==> config.mk <==
export PLATFORM = sky130hd
export DESIGN_NAME = fpmul_sp_arbiter
export DESIGN_NICKNAME = d
export VERILOG_FILES = /design/src/rtl/fpmul_sp_arbiter.sv
export SDC_FILE = /design/constraint.sdc
export NUM_CORES = 1
export LEC_CHECK = 0
export BUFFER_PORTS_ARGS = -buffer_cell sky130_fd_sc_hd__buf_4
export CORE_AREA = 5 5 164 166
export CTS_CLUSTER_DIAMETER = 40
export DETAILED_ROUTE_END_ITERATION = 7
export DIE_AREA = 0 0 169 171
export PLACE_DENSITY = 0.55
export SLEW_MARGIN = 20
export SYNTH_ARGS = -nofsm -noshare
export SYNTH_HDL_FRONTEND = slang
export SYNTH_SLANG_ARGS = --single-unit
==> constraint.sdc <==
create_clock -name clk -period 5.7 [get_ports clk]
set_input_delay 1.14 -clock clk [delete_from_list [all_inputs] [get_ports clk]]
set_output_delay 1.14 -clock clk [all_outputs]
set_load 0.1 [all_outputs]
==> src/rtl/fpmul_sp_arbiter.sv <==
// ---------------------------------------------------------------------------
// fpmul_sp_arbiter
//
// Shares one pipelined FloPoCo single-precision multiplier (FPMul_sp_param)
// between NUM_REQ requesters. A round-robin arbiter picks one requester per
// cycle and steers its operands to the multiplier. A tag pipeline of
// NUM_STAGES entries (valid + requester id) travels alongside the
// multiplier's data registers, so the result on mul_r can be labelled with
// its owner when it leaves the pipe. A held result (out_ready=0) freezes the
// whole pipe through mul_ce.
//
// Ports
//   clk        single clock, rising edge
//   rst        asynchronous, active-high reset
//   req_valid  [NUM_REQ]       per-requester operation request
//   req_ready  [NUM_REQ]       per-requester accept (transfer = valid & ready)
//   req_x/y    [NUM_REQ*34]    packed operands, requester i at [34*i +: 34]
//   mul_x/y    [34]            operands to the multiplier
//   mul_ce                     multiplier clock enable
//   mul_r      [34]            multiplier result
//   out_valid                  result available
//   out_ready                  consumer accepts result
//   out_r      [34]            result (mul_r passed through)
//   out_id     [clog2(NUM_REQ)]       owner of the result
//   inflight   [clog2(NUM_STAGES+2)]  operations issued, not yet delivered
// ---------------------------------------------------------------------------
module fpmul_sp_arbiter #(
  parameter int NUM_REQ    = 4,
  parameter int NUM_STAGES = 6
) (
  input  logic                              clk,
  input  logic                              rst,
  input  logic [NUM_REQ-1:0]                req_valid,
  output logic [NUM_REQ-1:0]                req_ready,
  input  logic [NUM_REQ*34-1:0]             req_x,
  input  logic [NUM_REQ*34-1:0]             req_y,
  output logic [33:0]                       mul_x,
  output logic [33:0]                       mul_y,
  output logic                              mul_ce,
  input  logic [33:0]                       mul_r,
  output logic                              out_valid,
  input  logic                              out_ready,
  output logic [33:0]                       out_r,
  output logic [$clog2(NUM_REQ)-1:0]        out_id,
  output logic [$clog2(NUM_STAGES+2)-1:0]   inflight
);

  localparam int IDW  = $clog2(NUM_REQ);
  localparam int CNTW = $clog2(NUM_STAGES + 2);
  localparam logic [IDW-1:0] LAST_ID = IDW'(NUM_REQ - 1);

  // Tag pipeline, one entry per multiplier data stage.
  logic [NUM_STAGES-1:0] tag_valid;
  logic [IDW-1:0]        tag_id [NUM_STAGES];

  logic [IDW-1:0]  last_grant;
  logic [IDW-1:0]  grant_idx;
  logic            grant_any;
  logic            transfer;
  logic            deliver;
  logic [CNTW-1:0] inflight_q;

  // -------------------------------------------------------------------------
  // Output side: the last tag labels whatever the multiplier presents now.
  // -------------------------------------------------------------------------
  assign out_valid = tag_valid[NUM_STAGES-1];
  assign out_id    = tag_id[NUM_STAGES-1];
  assign out_r     = mul_r;
  assign inflight  = inflight_q;

  // A result that cannot leave freezes every stage, data and tags alike.
  assign mul_ce  = ~(out_valid & ~out_ready);
  assign deliver = out_valid & out_ready;

  // -------------------------------------------------------------------------
  // Round-robin search starting just after the last accepted requester.
  // Depends only on req_valid and last_grant, never on operand data.
  // -------------------------------------------------------------------------
  always_comb begin
    int unsigned cand;
    grant_any = 1'b0;
    grant_idx = '0;
    cand      = 0;
    for (int unsigned off = 1; off <= NUM_REQ; off++) begin
      cand = (32'(last_grant) + off) % NUM_REQ;
      if (!grant_any && req_valid[cand]) begin
        grant_any = 1'b1;
        grant_idx = IDW'(cand);
      end
    end
  end

  // Accept only while the pipe moves and never during reset.
  always_comb begin
    req_ready = '0;
    if (grant_any && mul_ce && !rst) begin
      req_ready[grant_idx] = 1'b1;
    end
  end

  assign transfer = |(req_valid & req_ready);

  // Operand steering; zero when nobody is requesting.
  always_comb begin
    mul_x = '0;
    mul_y = '0;
    if (grant_any) begin
      mul_x = req_x[34*int'(grant_idx) +: 34];
      mul_y = req_y[34*int'(grant_idx) +: 34];
    end
  end

  // -------------------------------------------------------------------------
  // Tag pipeline and priority pointer; both hold while mul_ce=0.
  // -------------------------------------------------------------------------
  always_ff @(posedge clk or posedge rst) begin
    if (rst) begin
      tag_valid  <= '0;
      last_grant <= LAST_ID;
      for (int unsigned i = 0; i < NUM_STAGES; i++) begin
        tag_id[i] <= '0;
      end
    end else if (mul_ce) begin
      tag_valid[0] <= transfer;
      tag_id[0]    <= transfer ? grant_idx : '0;
      for (int unsigned i = 1; i < NUM_STAGES; i++) begin
        tag_valid[i] <= tag_valid[i-1];
        tag_id[i]    <= tag_id[i-1];
      end
      if (transfer) begin
        last_grant <= grant_idx;
      end
    end
  end

  // In-flight counter: issue and delivery in one cycle cancel out.
  always_ff @(posedge clk or posedge rst) begin
    if (rst) begin
      inflight_q <= '0;
    end else begin
      case ({transfer, deliver})
        2'b10:   inflight_q <= inflight_q + CNTW'(1);
        2'b01:   inflight_q <= inflight_q - CNTW'(1);
        default: inflight_q <= inflight_q;
      endcase
    end
  end

endmodule

==> metrics.txt, run 1 <==
# TYPE chip_impl_metric gauge
chip_impl_metric{name="period_needed",unit="ns"} 4.33
chip_impl_metric{name="core-area",unit="um2"} 25500
chip_impl_metric{name="timing.final.hold_violations",unit=""} 0
chip_impl_metric{name="synthDistinctLibCells",unit=""} 41
chip_impl_metric{name="synth_enable_flop_cells",unit=""} 0
chip_impl_metric{name="worst-endpoint-arrival",unit="ns"} 3.19
chip_impl_metric{name="drive_gt1_share",unit="%"} 50.1
chip_impl_metric{name="final.setup_skew",unit="ns"} 0.00138
chip_impl_metric{name="place_hpwl",unit="um"} 17100
chip_impl_metric{name="start_util",unit="%"} 15.2
chip_impl_metric{name="worst_ep_required",unit="ns"} 4.56
chip_impl_metric{name="pin_count",unit=""} 426
chip_impl_metric{name="synth_async_sr_flop_share",unit="%"} 100
chip_impl_metric{name="cts-buffers-inserted",unit=""} 3
chip_impl_metric{name="fmax",unit="MHz"} 231
chip_impl_info{name="cp_common_cell",value="sky130_fd_sc_hd__buf_4"} 1
chip_impl_metric{name="drcViolationCount",unit=""} 0
chip_impl_metric{name="crit_path_max_incr_delay",unit="ns"} 0.40
chip_impl_metric{name="number_of_nets_with_antenna_violations_after_routing",unit=""} 0
chip_impl_metric{name="io_buffer_count",unit=""} 357
chip_impl_metric{name="post_drt_via_cell_ratio",unit=""} 4.83
chip_impl_metric{name="grt.overflow.total",unit=""} 0
chip_impl_info{name="holdPathEnd",value="tag_valid[5]"} 1
chip_impl_metric{name="total_power",unit="mW"} 3.67
chip_impl_info{name="hold_start",value="tag_valid[4]"} 1
chip_impl_info{name="ctsRootBufferMaster",value="sky130_fd_sc_hd__clkbuf_16"} 1
chip_impl_metric{name="final-setup-viol-count",unit=""} 0
chip_impl_info{name="cp-end-kind",value="output port"} 1
chip_impl_metric{name="min_path_cells",unit=""} 1
chip_impl_metric{name="gp_congestion",unit=""} 0.872
chip_impl_metric{name="cts.htree.levels",unit=""} 1
chip_impl_metric{name="clock_pin_slew_reported_for_the_worst_setup_and_hold_paths_after_clock_tree_synthesis",unit="ns"} 0.06
chip_impl_info{name="final_common_cell",value="sky130_fd_sc_hd__buf_4"} 1
chip_impl_metric{name="timing.max_slew.rel_slack",unit="%"} 41.8
chip_impl_info{name="crit_path_kind",value="in -> out"} 1
chip_impl_metric{name="drt-wirelength-per-cell",unit="um"} 20.1
chip_impl_metric{name="clock_sinks",unit=""} 23
chip_impl_metric{name="grt_usage",unit="%"} 14.2
chip_impl_metric{name="vdd_drop_max",unit="mV"} 0.280
chip_impl_metric{name="die-height",unit="um"} 171
chip_impl_metric{name="diodes",unit=""} 0
chip_impl_metric{name="drt_first_iter_violations",unit=""} 275
chip_impl_metric{name="yosys.area_share.simple",unit="%"} 24.0
chip_impl_metric{name="rows",unit=""} 59
chip_impl_metric{name="hold_buffers",unit=""} 0
chip_impl_metric{name="final_cycle_share",unit="%"} 75.9
chip_impl_info{name="synth_top_family_by_area",value="compound AO/OA/AOI/OAI gates"} 1
chip_impl_metric{name="postSynthCellCount",unit=""} 534
chip_impl_metric{name="flow.area_growth_from_synthesis",unit="%"} 70.2
chip_impl_metric{name="synth.area.mux_share",unit="%"} 4.35
chip_impl_metric{name="ys_seq_area_share",unit="%"} 14.9
chip_impl_metric{name="cts_post_setup_buffers_inserted",unit=""} 0
chip_impl_metric{name="totalWireLength",unit="um"} 22800
chip_impl_metric{name="insertion_delay",unit="ns"} 0.25
chip_impl_info{name="top_library_cells_by_usage_in_the_layout_fill_and_taps_aside",value="367 x sky130_fd_sc_hd__buf_4, 69 x sky130_fd_sc_hd__a31oi_1, 69 x sky130_fd_sc_hd__and2_1, 68 x sky130_fd_sc_hd__nand3_1, 68 x sky130_fd_sc_hd__a32oi_1"} 1
chip_impl_metric{name="flops_latches_synth",unit=""} 23
chip_impl_info{name="regToRegStartpoint",value="tag_valid[5]"} 1
chip_impl_metric{name="tns_setup",unit="ns"} 0
chip_impl_info{name="cpLargestDelayFamily",value="buffers and inverters"} 1
chip_impl_metric{name="first_global_vias",unit=""} 5635
chip_impl_metric{name="synthAdderAreaFrac",unit="%"} 0.838
chip_impl_metric{name="final_critical_path_setup_slack",unit="ns"} 1.37
chip_impl_info{name="rsz_0062_raised_after_global_routing",value="no"} 1
chip_impl_metric{name="die_width",unit="um"} 169
chip_impl_metric{name="power-per-cell-area",unit="nW/um2"} 556
chip_impl_info{name="path_cells",value="buf_4 > or3_1 > o311ai_4 > buf_12 > a32oi_1 > a31oi_1 > buf_4"} 1
chip_impl_metric{name="floorplan.die_area",unit="um2"} 28900
chip_impl_info{name="clock_tree_from_tritoncts",value="built"} 1
chip_impl_info{name="crit-reg2reg-capture",value="inflight[2]"} 1
chip_impl_metric{name="synth.cell_area",unit="um2"} 3880
chip_impl_metric{name="first_pass_iters",unit=""} 5
chip_impl_info{name="cpMaxStageDelayCell",value="sky130_fd_sc_hd__or3_1"} 1
chip_impl_metric{name="vias",unit=""} 5497
chip_impl_metric{name="final.fill_count",unit=""} 2874
chip_impl_metric{name="placement.setup.worst_slack",unit="ns"} 1.36
chip_impl_metric{name="post_cts_resize_count",unit=""} 0
chip_impl_info{name="category_of_the_worst_setup_path_launch_point",value="primary input"} 1
chip_impl_metric{name="yosys_warnings",unit=""} 0
chip_impl_metric{name="total_leakage_power",unit="nW"} 2.85
chip_impl_metric{name="drv_cap",unit=""} 0
chip_impl_metric{name="rr_worst_depth",unit=""} 9
chip_impl_metric{name="cts_max_path_buffers",unit=""} 2
chip_impl_metric{name="initial_antenna_violation_count",unit=""} 1
chip_impl_metric{name="crit_buf_inv",unit=""} 3
chip_impl_metric{name="grt_start_max_net_pins",unit=""} 71
chip_impl_metric{name="synth_area_per_cell",unit="um2"} 7.27
chip_impl_metric{name="nNetsFinal",unit=""} 1118
chip_impl_metric{name="synth_area_in_compound_gates",unit="%"} 38.4
chip_impl_metric{name="grt_first_pass_wirelength",unit="um"} 32400
chip_impl_metric{name="worst-slew-pin-transition",unit="ns"} 0.872
chip_impl_metric{name="critical_path.max_fanout",unit=""} 70
chip_impl_metric{name="synth_xor_area_share",unit="%"} 0.677
chip_impl_info{name="status",value="completed"} 1
chip_impl_info{name="hp-class",value="reg -> reg"} 1
chip_impl_metric{name="timing.final.max_slew_violations",unit=""} 0
chip_impl_metric{name="reg2reg_setup_slack",unit="ns"} 3.26
chip_impl_metric{name="synth_fp_nets",unit=""} 849
chip_impl_info{name="dominantRegCellSynth",value="sky130_fd_sc_hd__dfrtp_1"} 1
## how the worst max path moves through the flow
stage / from / end / slack (ns) / cells past startpoint
2_1_floorplan: req_valid[0] / mul_x[33] / 0.88 / 6
3_3_place_gp: req_valid[3] / mul_x[19] / 1.40 / 7
3_5_place_dp: req_valid[3] / mul_x[19] / 1.36 / 7
4_1_cts: req_valid[3] / mul_x[19] / 1.35 / 7
5_1_grt: req_valid[3] / mul_x[3] / 1.25 / 7
6_report: req_valid[1] / mul_y[2] / 1.37 / 7
## where the power goes
group	internal (mW)	switching, mW
Sequential	0.245	0.0593
Combinational	0.771	2.45
Clock	0.0952	0.0521
## state kept, by name, summed over array words and instances (netlist names)
name / flops
inflight: 3
tag_id: 10
tag_valid: 6
out_id: 2
last_grant: 2
## logic make-up (layout without fill, tap and decap cells)
logic type,count (synthesis),in the layout
AOI/OAI and AO/OA,218,218
adders and majority gates,2,2
DFF,23,23
muxes,15,15
xor gates and xnor gates,3,3
and+or+nand+nor,163,163
buffers and inverters,110,378
## final cells by class
type | instances | area, um2 | share of cell area (%)
sequential | 23 | 578 | 8.75
timing repair buffer | 371 | 2840 | 42.9
clock buffer | 4 | 78.8 | 1.19
inverter | 3 | 11.3 | 0.170
multi-input combinational | 401 | 2690 | 40.7
tap | 335 | 419 | 6.34
## synthesized netlist by cell type (4+ instances only)
library cell               instances  area share (%)
sky130_fd_sc_hd__dfrtp_1          21              14
sky130_fd_sc_hd__o21ai_1          41             5.3
sky130_fd_sc_hd__a31oi_1          69              11
sky130_fd_sc_hd__clkbuf_1         42             4.1
sky130_fd_sc_hd__nor2_1            4            0.39
sky130_fd_sc_hd__a32oi_1          68              15
sky130_fd_sc_hd__buf_4            38             7.3
sky130_fd_sc_hd__buf_6            10             2.9
sky130_fd_sc_hd__and2_1           69              11
sky130_fd_sc_hd__nand3_1          68             8.8
sky130_fd_sc_hd__o21ai_0          31             4.0
sky130_fd_sc_hd__buf_2            14             1.8
sky130_fd_sc_hd__nand2_1           5            0.48
sky130_fd_sc_hd__mux2_2           15             4.3
## layer usage
metal,track usage (%),vias to the layer above,wire (um)
met5,0,-,13
met4,6.48,2,1100
met3,2.91,60,1910
met2,25.1,319,10900
met1,16.5,2555,8870
li1,-,2561,-
## through the flow
stage | hold slack (ns) | cells | cell area [um2] | util [%]
after floorplan | 0.433 | 534 | 3880 | -
after global placement | 0.443 | 1133 | 6530 | 25.6
after global routing | 0.494 | 1137 | 6610 | 26.0
after CTS | 0.465 | 1137 | 6610 | 26.0
after detailed placement | 0.452 | 1133 | 6530 | 25.6
final | 0.461 | 1137 | 6610 | 26.0
Note: power is estimated with default switching activity, not from simulation.
==> run 2, diff against run 1 <==
clock period = 4.04 ns   (was 5.7 ns; I/O delays follow)
==> metrics.txt, run 2 (synthesized netlist as in run 1, its figures left out) <==
# TYPE chip_impl_metric gauge
chip_impl_info{name="hold_start",value="tag_valid[4]"} 1
chip_impl_metric{name="worst-slew-pin-transition",unit="ns"} 0.869
chip_impl_metric{name="initial_antenna_violation_count",unit=""} 0
chip_impl_info{name="cp-end-kind",value="output port"} 1
chip_impl_metric{name="vdd_drop_max",unit="mV"} 0.385
chip_impl_metric{name="tns_setup",unit="ns"} 0
chip_impl_metric{name="hold_buffers",unit=""} 0
chip_impl_metric{name="nNetsFinal",unit=""} 1120
chip_impl_info{name="regMostFlops",value="tag_id"} 1
chip_impl_metric{name="place_hpwl",unit="um"} 16300
chip_impl_metric{name="rr_worst_depth",unit=""} 8
chip_impl_metric{name="drt_first_iter_violations",unit=""} 264
chip_impl_metric{name="cts-buffers-inserted",unit=""} 3
chip_impl_metric{name="grt_first_pass_wirelength",unit="um"} 31900
chip_impl_info{name="top_library_cells_by_usage_in_the_layout_fill_and_taps_aside",value="366 x sky130_fd_sc_hd__buf_4, 69 x sky130_fd_sc_hd__and2_1, 68 x sky130_fd_sc_hd__nand3_1, 68 x sky130_fd_sc_hd__a32oi_1, 68 x sky130_fd_sc_hd__a31oi_2"} 1
chip_impl_info{name="final_common_cell",value="sky130_fd_sc_hd__buf_4"} 1
chip_impl_metric{name="gp_congestion",unit=""} 0.814
chip_impl_metric{name="flip_flop_count_of_the_largest_register_all_copies_and_words_added",unit=""} 10
chip_impl_metric{name="totalWireLength",unit="um"} 21900
chip_impl_metric{name="number_of_placed_instances_with_taps_included",unit=""} 1135
chip_impl_metric{name="rows",unit=""} 59
chip_impl_metric{name="vias",unit=""} 5460
chip_impl_metric{name="die-height",unit="um"} 171
chip_impl_metric{name="pin_count",unit=""} 426
chip_impl_metric{name="grt.overflow.total",unit=""} 0
chip_impl_metric{name="cts_post_setup_buffers_inserted",unit=""} 0
chip_impl_metric{name="flow.area_growth_from_synthesis",unit="%"} 82.5
chip_impl_metric{name="worst_ep_required",unit="ns"} 3.23
chip_impl_info{name="regToRegStartpoint",value="tag_valid[5]"} 1
chip_impl_metric{name="cts_max_path_buffers",unit=""} 2
chip_impl_info{name="hp-class",value="reg -> reg"} 1
chip_impl_info{name="crit-reg2reg-capture",value="inflight[2]"} 1
chip_impl_metric{name="clock_pin_slew_reported_for_the_worst_setup_and_hold_paths_after_clock_tree_synthesis",unit="ns"} 0.06
chip_impl_metric{name="final_cycle_share",unit="%"} 87.9
chip_impl_metric{name="drv_cap",unit=""} 0
chip_impl_metric{name="fmax",unit="MHz"} 282
chip_impl_metric{name="floorplan.die_area",unit="um2"} 28900
chip_impl_metric{name="core-area",unit="um2"} 25500
chip_impl_metric{name="post_drt_via_cell_ratio",unit=""} 4.79
chip_impl_metric{name="clock_sinks",unit=""} 23
chip_impl_metric{name="drcViolationCount",unit=""} 0
chip_impl_metric{name="first_global_vias",unit=""} 5692
chip_impl_metric{name="worst-endpoint-arrival",unit="ns"} 2.74
chip_impl_info{name="status",value="completed"} 1
chip_impl_metric{name="min_path_cells",unit=""} 1
chip_impl_metric{name="period_needed",unit="ns"} 3.55
chip_impl_metric{name="area_of_all_placed_cells_without_fillers",unit="um2"} 7090
chip_impl_metric{name="power-per-cell-area",unit="nW/um2"} 760
chip_impl_metric{name="multi_input_area",unit="um2"} 3110
chip_impl_metric{name="final-setup-viol-count",unit=""} 0
chip_impl_metric{name="diodes",unit=""} 0
chip_impl_metric{name="grt_start_max_net_pins",unit=""} 70
chip_impl_metric{name="drt-wirelength-per-cell",unit="um"} 19.2
chip_impl_metric{name="critical_path.max_fanout",unit=""} 68
chip_impl_metric{name="final.fill_count",unit=""} 2790
chip_impl_metric{name="total_leakage_power",unit="nW"} 2.91
chip_impl_metric{name="instances_no_fill",unit=""} 1139
chip_impl_metric{name="insertion_delay",unit="ns"} 0.26
chip_impl_metric{name="io_buffer_count",unit=""} 357
chip_impl_metric{name="timing.max_slew.rel_slack",unit="%"} 42.0
chip_impl_metric{name="reg2reg_setup_slack",unit="ns"} 1.88
chip_impl_info{name="ctsRootBufferMaster",value="sky130_fd_sc_hd__clkbuf_16"} 1
chip_impl_metric{name="timing.final.max_slew_violations",unit=""} 0
chip_impl_metric{name="cts.htree.levels",unit=""} 1
chip_impl_metric{name="placed_cell_area",unit="um2"} 7010
chip_impl_info{name="crit_path_kind",value="in -> out"} 1
chip_impl_metric{name="drive_gt1_share",unit="%"} 58.8
chip_impl_metric{name="register_area",unit="um2"} 578
chip_impl_info{name="rsz_0062_raised_after_global_routing",value="no"} 1
chip_impl_metric{name="final.setup_skew",unit="ns"} 0.00243
chip_impl_metric{name="placement.setup.worst_slack",unit="ns"} 0.475
chip_impl_metric{name="grt_usage",unit="%"} 13.7
chip_impl_metric{name="die_width",unit="um"} 169
chip_impl_metric{name="final_core_util",unit="%"} 27.8
chip_impl_metric{name="timing.final.hold_violations",unit=""} 0
chip_impl_metric{name="first_pass_iters",unit=""} 4
chip_impl_metric{name="final_critical_path_setup_slack",unit="ns"} 0.489
chip_impl_info{name="clock_tree_from_tritoncts",value="built"} 1
chip_impl_info{name="holdPathEnd",value="tag_valid[5]"} 1
chip_impl_metric{name="number_of_nets_with_antenna_violations_after_routing",unit=""} 0
chip_impl_info{name="category_of_the_worst_setup_path_launch_point",value="primary input"} 1
chip_impl_metric{name="post_cts_resize_count",unit=""} 0
chip_impl_metric{name="start_util",unit="%"} 15.2
## run 2: changes by cell type in the layout (fill, tap and decap cells not counted), sizes merged
cell	previous run	this run
buf	371	373
clkbuf	4	3
clkinv	0	1
## run 2: how the worst max path moves through the flow
stage / to / slack [ns] / from / cells after the start
floorplan: req_ready[0] / 0.26 / req_valid[0] / 6
global placement: mul_y[22] / 0.50 / req_valid[1] / 7
detailed placement: mul_y[22] / 0.47 / req_valid[1] / 7
CTS: mul_y[22] / 0.47 / req_valid[1] / 7
global route: mul_y[25] / 0.40 / req_valid[1] / 7
finish: mul_x[13] / 0.49 / req_valid[3] / 7
## run 2: area by class of cell
type / count / area share [%]
Tap cell: 335 / 5.91
Timing Repair Buffer: 373 / 40.7
Multi-Input combinational cell: 401 / 43.9
Sequential cell: 23 / 8.15
Clock buffer: 3 / 1.06
Inverter: 3 / 0.159
Clock inverter: 1 / 0.0706
## run 2: worst max-delay path, cell delays in order
cell and delay [ns]:
sky130_fd_sc_hd__buf_4 0.25, sky130_fd_sc_hd__nor2b_2 0.39, sky130_fd_sc_hd__and3b_2 0.30, sky130_fd_sc_hd__buf_12 0.23
sky130_fd_sc_hd__o21ai_0 0.33, sky130_fd_sc_hd__a31oi_2 0.13, sky130_fd_sc_hd__buf_4 0.26
## run 2: power breakdown
| part | total [mW] | switching (mW) | internal (mW) |
|---|---|---|---|
| Combinational | 4.74 | 3.50 | 1.23 |
| Clock | 0.213 | 0.0802 | 0.133 |
| Sequential | 0.435 | 0.0896 | 0.345 |
| Total | 5.39 | 3.67 | 1.71 |
## run 2: layer usage
layer / vias up / global-route usage (%) / part of all wire (%)
met1: 2569 / 17.3 / 41
met3: 51 / 3.21 / 8.3
li1: 2565 / - / -
met4: 0 / 4.83 / 3.3
met5: - / 0 / 0
met2: 275 / 22.9 / 48
## run 2: per-stage QoR
| step | hold WS [ns] | total power, mW |
|---|---|---|
| 5_1_grt | 0.479 | 5.62 |
| 3_3_place_gp | 0.444 | 5.20 |
| 4_1_cts | 0.465 | 5.44 |
| 6_report | 0.468 | 5.39 |
| 2_1_floorplan | 0.433 | 4.28 |
| 3_5_place_dp | 0.450 | 5.22 |
